`src/rtl/alu_seq_ctrl.sv`:
```
// Four-state sequencer around an external combinational ALU: fetch operands,
// capture the ALU result, write it back. Owns the register file and host port.
module alu_seq_ctrl #(
   parameter int NREG = 8
) (
   input  logic        clk,
   input  logic        rst,
   input  logic        instr_valid,
   output logic        instr_ready,
   input  logic [15:0] instr,
   input  logic        host_we,
   input  logic [2:0]  host_addr,
   input  logic [15:0] host_wdata,
   input  logic [2:0]  host_raddr,
   output logic [15:0] host_rdata,
   output logic [15:0] alu_valA,
   output logic [15:0] alu_valB,
   output logic [3:0]  alu_aluop,
   output logic        alu_sub,
   output logic        alu_lr,
   output logic [3:0]  alu_shift,
   input  logic [15:0] alu_result,
   input  logic [3:0]  alu_cc,
   output logic        done,
   output logic        err,
   output logic [15:0] result_out,
   output logic [3:0]  flags
);

   typedef enum logic [1:0] {IDLE, READ, EXEC, WB} state_t;

   state_t      state, state_nxt;
   logic [15:0] regs [NREG];
   logic [15:0] ir;
   logic [15:0] hold_res;
   logic [3:0]  hold_cc;
   logic [3:0]  op;
   logic [2:0]  rd, ra, rb;
   logic        illegal;

   assign op      = ir[15:12];
   assign rd      = ir[11:9];
   assign ra      = ir[8:6];
   assign rb      = ir[5:3];
   assign illegal = (op > 4'd10);

   assign host_rdata = regs[host_raddr];

   always_ff @(posedge clk) begin
      if (rst) state <= IDLE;
      else     state <= state_nxt;
   end

   always_comb begin
      state_nxt   = state;
      instr_ready = 1'b0;
      case (state)
         IDLE: begin
            instr_ready = 1'b1;
            if (instr_valid) state_nxt = READ;
         end
         READ:    state_nxt = EXEC;
         EXEC:    state_nxt = WB;
         WB:      state_nxt = IDLE;
         default: state_nxt = IDLE;
      endcase
   end

   always_ff @(posedge clk) begin
      if (rst) begin
         for (int i = 0; i < NREG; i++) regs[i] <= 16'h0;
         ir         <= 16'h0;
         hold_res   <= 16'h0;
         hold_cc    <= 4'h0;
         alu_valA   <= 16'h0;
         alu_valB   <= 16'h0;
         alu_aluop  <= 4'h0;
         alu_sub    <= 1'b0;
         alu_lr     <= 1'b0;
         alu_shift  <= 4'h0;
         done       <= 1'b0;
         err        <= 1'b0;
         result_out <= 16'h0;
         flags      <= 4'h0;
      end else begin
         done <= 1'b0;
         err  <= 1'b0;
         case (state)
            IDLE: begin
               // Host write lands this edge, so an instruction accepted now reads it in READ.
               if (host_we)     regs[host_addr] <= host_wdata;
               if (instr_valid) ir <= instr;
            end
            READ: begin
               alu_valA  <= regs[ra];
               alu_valB  <= regs[rb];
               alu_shift <= regs[rb][3:0];
               alu_aluop <= op;
               alu_sub   <= (op == 4'd1);
               alu_lr    <= (op == 4'd2) || (op == 4'd5);
            end
            EXEC: begin
               hold_res <= alu_result;
               hold_cc  <= alu_cc;
            end
            WB: begin
               done <= 1'b1;
               err  <= illegal;
               if (!illegal) begin
                  regs[rd]   <= hold_res;
                  result_out <= hold_res;
                  flags      <= hold_cc;
               end
            end
            default: ;
         endcase
      end
   end

endmodule

```
`config.mk`:
```
export PLATFORM = sky130hd
export DESIGN_NAME = alu_seq_ctrl
export DESIGN_NICKNAME = d
export VERILOG_FILES = /design/src/rtl/alu_seq_ctrl.sv
export SDC_FILE = /design/constraint.sdc
export NUM_CORES = 1
export LEC_CHECK = 0
export ABC_AREA = 1
export CORE_UTILIZATION = 35
export CTS_CLUSTER_SIZE = 12
export DETAILED_ROUTE_END_ITERATION = 6
export HOLD_SLACK_MARGIN = 0.02
export PLACE_DENSITY_LB_ADDON = 0.15
export SYNTH_ARGS = -nofsm -noshare
export SYNTH_HDL_FRONTEND = slang
export SYNTH_SLANG_ARGS = --single-unit
```
`constraint.sdc`:
```
create_clock -name clk -period 3.08 [get_ports clk]
set_input_delay 0.308 -clock clk [delete_from_list [all_inputs] [get_ports clk]]
set_output_delay 0.308 -clock clk [all_outputs]
set_load 0.01 [all_outputs]
```
==> results of run 1 <==
## routing by layer
metal  track usage  part of all wire
met1         0.317              0.45
met2         0.352              0.44
met3        0.0366             0.077
met4        0.0720             0.028
met5             0                 0
## worst max-delay path: stages
cell and delay [ps]:
buf_2 380, buf_12 340, o21ai_0 130, o21ai_0 330, nand2_1 90, nand2_1 100
clkdlybuf4s50_1 530
## flip-flops by register name, indices dropped and copies added (netlist names), named ones only
name,flops
regs,128
alu_valA,16
alu_valB,16
hold_res,16
result_out,16
ir,13
alu_aluop,4
flags,4
hold_cc,4
state,2
alu_lr,1
alu_sub,1
done,1
err,1
## cells in the mapped netlist
library cell,count
nand2_1,294
nor2_1,234
o21ai_0,169
edfxtp_1,128
o211ai_1,128
dfxtp_1,98
inv_1,98
nand3_1,85
clkbuf_1,82
a21oi_1,73
buf_1,12
nand2_4,12
buf_6,10
nor2_4,6
buf_2,4
buf_4,4
ha_1,4
nand2_2,4
nor3_1,3
clkinv_1,2
nand3b_1,2
a211oi_1,1
a21oi_2,1
a221oi_1,1
inv_2,1
nor2_8,1
## per-stage QoR
| step | util | hold slack [ps] | cell area (um2) | cells |
|---|---|---|---|---|
| after floorplan | - | 439 | 11600 | 1457 |
| after global routing | 0.438 | 347 | 14300 | 2014 |
| after detailed placement | 0.411 | 455 | 13400 | 1964 |
| final | 0.438 | 349 | 14300 | 2014 |
| after CTS | 0.438 | 326 | 14300 | 2014 |
| after global placement | 0.411 | 450 | 13400 | 1964 |
## worst paths after layout
check	endpoint	cells past startpoint	slack, ps
worst max-delay path	host_rdata[2]	7	540
worst min-delay path	hold_res[12]	3	350
worst max register to register	regs[4][0]	10	760
worst min register to register	alu_aluop[0]	2	460
## cell usage in the layout (no fill, tap or decap)
master / n
nor3_1: 3
nand3_1: 85
ha_2: 1
inv_1: 97
o211ai_1: 128
buf_12: 5
o21ai_0: 169
nand2_1: 294
buf_2: 2
clkdlybuf4s50_1: 137
a21oi_1: 73
a221oi_1: 1
inv_6: 1
a21oi_2: 1
nor2_4: 6
nand2_4: 12
bufinv_16: 1
dfxtp_1: 96
clkbuf_8: 3
nor2_8: 1
inv_2: 2
buf_4: 33
nand2_2: 4
clkbuf_1: 10
clkbuf_16: 29
edfxtp_1: 128
nand3b_1: 2
nor2_1: 234
a211oi_1: 1
clkinv_1: 7
clkinv_2: 1
dfxtp_4: 2
ha_1: 3
## logic make-up (layout without fill, tap and decap cells)
logic type | after synthesis | in the layout | synth area share
AND/OR/NAND/NOR | 641 | 641 | 0.231
buffers and inverters | 213 | 328 | 0.0769
adder cells (fa/ha/maj) | 4 | 4 | 0.00430
flip-flops | 226 | 226 | 0.499
AO/OA/AOI/OAI | 373 | 373 | 0.189
## where the power goes
part	switching, uW	leakage, uW	internal (uW)
Sequential	410	0.00213	3740
Combinational	2270	0.00313	1390
Clock	1250	0.000421	1870
## cell type report
type	count	area [um2]
Multi-Input combinational cell	1018	4930
Tap cell	442	553
Clock inverter	8	62.6
Sequential cell	226	5810
Timing Repair Buffer	177	1730
Inverter	101	379
Clock buffer	42	805
Fill cell	3284	18300
==> metrics.cfg, run 1 <==
[status]
status = finished clean

[placement]
port_buffers = 139
gp_congestion = 0.853
place.detailed.hpwl_um = 24600
dp_slack_ps = 485

[cts]
clk_path_buf_depth = 3
htreeDepth = 1
cts_tree = yes
insertion_delay_ps = 540
cts_root_buf = clkbuf_16
cts_sinks = 226
path_clk_slew_ps = 60
hold_buffers = 0
cts_made_buffers = 27
postCtsSetupRepairBufs = 0
ctsResizeCount = 0

[finish]
antenna_cells = 0
drive_above_1_share = 0.0662
nets = 1617
syn_to_final_growth_pct = 22.7

[grt]
grt_pass1_wl_um = 58200
grt_max_degree = 76
grt_pass1_vias = 9794
grt_usage = 0.225
antenna_found_initial = 0
grt-ovfl-total = 0

[setup_path]
startpoint_type = primary input
required_ps = 2770
cp_max_fo = 75
critical_path_class = in -> out
critPathArrivalTime_ps = 2230
startpoint = host_raddr[0]
critPathCaptureType = output pin
r2r-start = state[0]

[detailed_routing]
routed_wl_um = 37900
drt_pass1_iterations = 6
vias = 10470
viasPerCell = 5.20
drtIter0Drc = 932
ant_nets = 0
drc = 0
avgRoutedWirePerCell_um = 18.8

[yosys]
ys_seq_area_frac = 0.499
yosys-top-cells-area = edfxtp_1, dfxtp_1, nand2_1, o211ai_1, nor2_1
ys_ff_latch = 226
yosys_warnings = 0
synth_area_per_cell_um2 = 7.98
synthCells = 1457
synthesis.nets = 1523
ys_types = 26
yosys.area.top_type = edfxtp_1
netlist.area_leader.share = 0.330
syn_area_mm2 = 0.0116

[pwr]
ir_drop_mv = 0.465
leakage_uw = 0.00568
cellPowerDensity_mw_per_mm2 = 766
totalPowerFinal_uw = 10900

[floorplan]
rows = 66
die_height_um = 184
die_area_mm2 = 0.0340
die_x_um = 184
initial_core_util = 0.357
io_pins = 143
core-area_mm2 = 0.0326

[worst_hold_path]
hp-class = in -> reg
hp-start = alu_result[12]

[timing]
setup_slack_ps = 544
worst_slew_pin_slew_ps = 861
fin_crit_sh = 0.823
drv_slew = 0
tns_ps = 0
rsz0062_at_grt = no
setup_viol = 0
hold_viol_final = 0
min_period_ps = 2540
fin_skew_ps = 10.4
timing.fmax_ghz = 0.394
slew_headroom = 0.425

[job]
maxCapViolCount = 0

Power figures use the tool's default switching activity.
==> run 2: changes to the inputs <==
- clock period: 3.08 -> 2.7 ns (I/O delays scaled with it)
==> run 2 against run 1 <==
Net effect: setup slack lost 220 ps; core utilization grew 0.35 points; count of clock-buffer cells in the layout shrank 8; first-iteration DRC count grew 23%; via count shrank 0.29%; global-route usage shrank 0.57 points; cell count grew 0.25%; clock skew grew 2.5 ps; worst hold slack lost 37 ps; non-clock buffer count grew 7; critical path type is now reg -> out; largest power group unchanged.
==> metrics.cfg, run 2 (synthesis gave the netlist of run 1 again) <==
[floorplan]
die_x_um = 184
die_area_mm2 = 0.0340
core-area_mm2 = 0.0326
die_height_um = 184
io_pins = 143
initial_core_util = 0.357
rows = 66

[cts]
htreeDepth = 1
cts_sinks = 226
hold_buffers = 0
cts_made_buffers = 26
clk_path_buf_depth = 3
cts_tree = yes
insertion_delay_ps = 540
postCtsSetupRepairBufs = 0
ctsResizeCount = 0
cts_root_buf = clkbuf_16
path_clk_slew_ps = 60

[setup_path]
max_stage_delay_ps = 570
path_cells = inv_1 -> a21oi_1 -> o21ai_0 -> o21ai_0 -> nand2_1 -> nand2_1 -> clkdlybuf4s50_1
cp_max_fo = 3
critical_path_class = reg -> out
required_ps = 2430
critPathCaptureType = output pin
cpMaxStageDelayCell = clkdlybuf4s50_1
startpoint_type = register
critPathArrivalTime_ps = 2110

[detailed_routing]
drt_pass1_iterations = 6
avgRoutedWirePerCell_um = 18.3
routed_wl_um = 37000
drtIter0Drc = 1150
vias = 10440
drc = 0
viasPerCell = 5.17
ant_nets = 0

[timing]
tns_ps = 0
rsz0062_at_grt = no
drv_slew = 0
setup_slack_ps = 323
timing.fmax_ghz = 0.421
fin_skew_ps = 12.9
slew_headroom = 0.421
hold_viol_final = 0
worst_slew_pin_slew_ps = 868
setup_viol = 0
min_period_ps = 2380
fin_crit_sh = 0.881

[finish]
seqCellArea_mm2 = 0.00581
layout.cells.most_common = nand2_1
final_cell_mix = nand2_1, nor2_1, o21ai_0
drive_above_1_share = 0.0736
nets = 1623
final_area_mm2 = 0.0144
antenna_cells = 0
largest_reg_flops = 128
multi_input_area_mm2 = 0.00493
top_register = regs
fin_util = 0.441
fill_cells = 3224
syn_to_final_growth_pct = 23.7

[placement]
dpl-instance-area_mm2 = 0.0135
port_buffers = 139
place.detailed.hpwl_um = 24600
dp_slack_ps = 340
gp_congestion = 0.810

[pwr]
leakage_uw = 0.00573
totalPowerFinal_uw = 12500
ir_drop_mv = 0.535
cellPowerDensity_mw_per_mm2 = 867

[grt]
grt-ovfl-total = 0
antenna_found_initial = 0
grt_pass1_wl_um = 56900
grt_pass1_vias = 9702
grt_max_degree = 70
grt_usage = 0.220

[worst_hold_path]
hp-class = in -> reg

[status]
status = finished clean

[job]
maxCapViolCount = 0

## run 2: worst paths after layout
path                       start       endpoint  slack, ps  cells after the start
hold / removal    alu_result[14]   hold_res[14]        310                      3
setup reg to reg        state[0]    regs[0][15]        590                     10
hold reg to reg      hold_res[3]  result_out[3]        460                      2
setup / recovery      regs[1][3]  host_rdata[3]        320                      7
## run 2: through the flow
step	instances	hold slack, ps
2_1_floorplan	1457	405
5_1_grt	2019	324
3_3_place_gp	1971	450
6_report	2019	312
4_1_cts	2019	293
3_5_place_dp	1971	456
## run 2: report_power, final
| part | leakage (uW) | internal, uW | total, uW | switching (uW) |
|---|---|---|---|---|
| logic | 0.00319 | 1650 | 4240 | 2590 |
| registers | 0.00213 | 4260 | 4710 | 446 |
| clock network | 0.000415 | 2100 | 3520 | 1420 |
| total | 0.00573 | 8010 | 12500 | 4460 |
## run 2: layout make-up
cell class | count | share of cell area
flip-flops and latches | 226 | 0.404
multi-input cells | 1018 | 0.343
repair buffers | 184 | 0.129
clock buffers | 34 | 0.0483
well taps | 442 | 0.0384
inverters | 101 | 0.0263
clock inverters | 14 | 0.0110
## run 2: metal layers
metal	global-route usage	share of wire
met1	0.313	0.45
met2	0.329	0.43
met3	0.0427	0.086
met4	0.0783	0.035
met5	0	0
## run 2: critical path: cells and delay by family (launching register included)
kind	cells	cell delay (ps)
buffers and inverters	2	670
DFF	1	410
AOI/OAI and AO/OA	3	310
and+or+nand+nor	2	160
==> run 3: changes to the inputs <==
- CORE_UTILIZATION: 35 -> 56
==> run 3 against run 2 <==
Net effect: sequential power about the same; sequential share of layout area increased by 1.2 points; count of clock-buffer cells in the layout increased by 7; global-route usage increased by 9.1 points; via count increased by 2.6%; flip-flop and latch count unchanged; routed wire length decreased by 11%; clock skew decreased by 2.0 ps; critical path depth unchanged; maximum frequency increased by 0.46%; design area decreased by 2.8%; largest power group unchanged; highest routed layer unchanged.
==> metrics.cfg, run 3 (synthesis gave the netlist of run 1 again) <==
[status]
status = finished clean

[cts]
cts_tree = yes
cts_root_buf = clkbuf_16
clk_path_buf_depth = 3
path_clk_slew_ps = 60
insertion_delay_ps = 520
htreeDepth = 1
cts_made_buffers = 24
postCtsSetupRepairBufs = 0
hold_buffers = 0
cts_sinks = 226
ctsResizeCount = 0

[pwr]
ir_drop_mv = 0.503
leakage_uw = 0.00564
cellPowerDensity_mw_per_mm2 = 860
totalPowerFinal_uw = 12000

[setup_path]
startpoint_type = register
critical_path_class = reg -> out
path_delay_family = buffers and inverters
r2r_cells = 10
cp.depth = 7
cp_max_fo = 3
critPathCaptureType = output pin
rrSetupSlack_ps = 440
r2r-start = state[0]
cpMaxStageDelayCell = clkdlybuf4s50_1
max_stage_delay_ps = 580
required_ps = 2430
worst-path-buf-inv = 2
reg2reg_to = regs[1][10]
critPathArrivalTime_ps = 2100
path_cells = inv_1 -> a21oi_1 -> o21ai_0 -> o21ai_0 -> nand2_1 -> nand2_1 -> clkdlybuf4s50_1

[detailed_routing]
routed_wl_um = 33100
drtIter0Drc = 1313
drc = 0
avgRoutedWirePerCell_um = 18.0
vias = 10714
drt_pass1_iterations = 7
ant_nets = 0
viasPerCell = 5.83

[finish]
layout.cells.most_common = nand2_1
antenna_cells = 0
largest_reg_flops = 128
top_register = regs
syn_to_final_growth_pct = 20.2
final_area_mm2 = 0.0140
drive_above_1_share = 0.0670
final_cell_mix = nand2_1, nor2_1, o21ai_0
fill_cells = 1663
nets = 1615
stdcell_count = 1837

[timing]
setup_viol = 0
worst_slew_pin_slew_ps = 669
fin_skew_ps = 10.9
fin_crit_sh = 0.876
rsz0062_at_grt = no
slew_headroom = 0.553
min_period_ps = 2370
tns_ps = 0
hold_viol_final = 0
setup_slack_ps = 334
timing.fmax_ghz = 0.423
drv_slew = 0

[grt]
grt_usage = 0.311
grt_pass1_wl_um = 51800
antenna_found_initial = 0
grt_pass1_vias = 9790
grt-ovfl-total = 0
grt_max_degree = 90

[floorplan]
die_height_um = 146
core-area_mm2 = 0.0203
io_pins = 143
die_area_mm2 = 0.0214
initial_core_util = 0.573
die_x_um = 146
rows = 52

[placement]
gp_congestion = 0.869
place.detailed.hpwl_um = 21700
port_buffers = 139
dp.cells = 1793
dp_slack_ps = 202
dpl-instance-area_mm2 = 0.0132

[worst_hold_path]
hp-start = alu_result[13]
hp-class = in -> reg
min_to = hold_res[13]
min_path_cells = 3

[job]
maxCapViolCount = 0

## run 3: cell count changes in the layout (fill, tap and decap cells not counted), sizes merged
cell / change
clkbuf: +7
bufinv: -3
clkinvlp: -2
clkinv: -6
buf: -6
## run 3: layout make-up
type | count | area (um2) | area share
clock buffers | 41 | 748 | 0.0535
well taps | 270 | 338 | 0.0242
repair buffers | 178 | 1750 | 0.125
inverters | 101 | 379 | 0.0271
clock inverters | 3 | 25.0 | 0.00179
multi-input cells | 1018 | 4930 | 0.353
flip-flops and latches | 226 | 5810 | 0.416
## run 3: routing by layer
metal | GRT usage | routed length [um] | part of all wire
met2 | 0.477 | 14600 | 0.44
met5 | 0 | 0 | 0
met1 | 0.440 | 13700 | 0.41
met4 | 0.119 | 1110 | 0.034
met3 | 0.0538 | 3620 | 0.11
## run 3: stage by stage
stage / util / hold slack [ps]
after floorplan: - / 405
after global placement: 0.651 / 448
after detailed placement: 0.651 / 460
after CTS: 0.689 / 314
after global routing: 0.689 / 339
final: 0.689 / 325
## run 3: worst min-delay path, delay by kind of cell
kind,cells,cell delay (ps)
simple gates,2,150
buf+inv,1,390
## run 3: report_power, final
part           leakage (uW)  internal, uW  total (uW)  switching, uW
clock network      0.000380          1880        3200           1330
registers           0.00213          4260        4720            459
logic               0.00313          1620        4110           2490
total               0.00564          7760       12000           4280
## run 3: worst max-delay path by stage
stage / from / slack [ps] / end
finish: regs[1][1] / 330 / host_rdata[1]
floorplan: state[0] / 540 / regs[6][0]
detailed placement: rst / 200 / regs[1][7]
global placement: rst / 220 / regs[1][9]
global route: regs[1][1] / 210 / host_rdata[1]
CTS: regs[1][1] / 370 / host_rdata[1]
==> RTL change, RTL diff (flow settings as in run 2) <==
`NREG`: 8 -> 16.
--- a/src/rtl/alu_seq_ctrl.sv
+++ b/src/rtl/alu_seq_ctrl.sv
@@ -1,7 +1,7 @@
 // Four-state sequencer around an external combinational ALU: fetch operands,
 // capture the ALU result, write it back. Owns the register file and host port.
 module alu_seq_ctrl #(
-   parameter int NREG = 8
+   parameter int NREG = 16
 ) (
    input  logic        clk,
    input  logic        rst,
Check against the original RTL: not settled (the Yosys comparison gave no result); the edit may change what the design does.
==> RTL change against run 2 <==
Critical path depth is 2 lower; critical endpoint unchanged; power up 1.9%; core utilization increased by 0.39 points; design area is 0.88% higher; clock power up 4%; routed wire length grew 2.3%; largest cell class unchanged; worst hold slack better by 0.0068 ns; setup slack got worse by 0.045 ns; via count increased by 0.46%; critical path type unchanged; synthesized area hardly changed; sequential cell count stayed put; register-to-register slack worse by 0.02 ns; synthesized cell count hardly changed.
==> RTL change: results (changes against run 2) <==
status: "complete, no violations"
numCtsBuffers: 27  # +3.8%
clkPwrFrac_pct: 28.8  # +0.6 points
place_area_mm2: 0.0136  # +0.57%
grt_pass1_wl_mm: 57.3  # +0.68%
slowest_stage: "clkdlybuf4s50_1"
drive_gt1_share_pct: 7.66  # +0.30 points
arrival_ns: 2.15  # +0.04 ns
first_iter_violations: 974  # -15%
clk_pin_slew_ns: 0.06  # about the same
switching_share_pct: 35.7  # about the same
grt_util_all_layers_pct: 22.4  # +0.42 points
grt_max_degree: 65  # -7.1%
place_congestion: 0.855  # +5.5%
drtPass1Iterations: 5  # -1
grt_pass1_vias: 9809  # +1.1%
cts_buffer_depth: 3  # unchanged
nNetsFinal: 1626  # +0.18%
comb-power_mw: 4.33  # +2%
clk_latency_ns: 0.54  # about the same
slew_headroom_pct: 50.9  # +8.8 points
fillers: 3260  # +1.1%
yosysSeqAreaShare_pct: 49.9  # about the same
peakVddDrop_uv: 488  # -8.8%
power.leakage_nw: 5.80  # +1.1%
io_buffers: 139  # unchanged
syn_nets: 1524  # +0.066%
cts_repair_resize_count: 0  # unchanged
routed_wl_mm: 37.8  # +2.3%
worstPathMaxFanout: 3  # unchanged
maxSlewViolCount: 0  # unchanged
crit_family: "buffers and inverters"
synthTopCellsByArea: "edfxtp_1 (33%), dfxtp_1 (17%), nand2_1 (9.5%), o211ai_1 (8.3%), nor2_1 (7.5%)"
clock_skew_ns: 0.0110  # -0.00184 ns
final_cells: 2022  # +0.15%
hold_viol: 0  # unchanged
hpwlAfterDp_mm: 24.3  # -1.4%
avgViaCountPerCell: 5.19  # +0.31%
synth_area_per_cell_um2: 7.98  # about the same
==> RTL change: cell types whose count changed in the layout (fill, tap and decap cells not counted), sizes merged <==
cell	run 2	this run
bufinv	3	2
inv	99	100
clkinvlp	2	0
buf	47	49
clkbuf	34	40
clkinv	11	8
==> RTL change: area by class of cell <==
| class | instances | area [µm²] | share of cell area [%] |
|---|---|---|---|
| Tap cell | 442 | 553 | 3.81 |
| Clock inverter | 9 | 96.3 | 0.664 |
| Sequential cell | 226 | 5810 | 40.0 |
| Inverter | 101 | 379 | 2.61 |
| Timing Repair Buffer | 186 | 1930 | 13.3 |
| Clock buffer | 40 | 806 | 5.55 |
| Multi-Input combinational cell | 1018 | 4930 | 34.0 |
==> RTL change: through the flow <==
stage | power, mW | setup WS (ns) | hold slack [ns]
after floorplan | 7.24 | 0.543 | 0.405
after global placement | 9.04 | 0.344 | 0.448
after detailed placement | 9.09 | 0.328 | 0.457
after CTS | 12.8 | 0.303 | 0.298
after global routing | 13.5 | 0.226 | 0.328
final | 12.7 | 0.278 | 0.319
==> RTL change: cell families after synthesis <==
logic type      synth area share [%]
fa+ha+maj                      0.430
buf+inv                         7.73
compound gates                  18.9
simple gates                    23.1
flops                           49.9
==> RTL change: metal layers <==
metal	wire [µm]	global-route usage, %	vias up
li1	-	-	5145
met1	17400	31.4	4887
met2	17000	36.0	399
met3	2710	3.26	57
met4	687	5.67	0
met5	0	0	-
==> RTL change: final timing paths <==
path              slack [ns]      startpoint  cells past startpoint            end
setup / recovery        0.28      regs[2][3]                      5  host_rdata[3]
hold / removal          0.32  alu_result[14]                      3   hold_res[14]
setup reg to reg        0.57        state[0]                     10     regs[2][9]
hold reg to reg         0.47     hold_res[1]                      2  result_out[1]
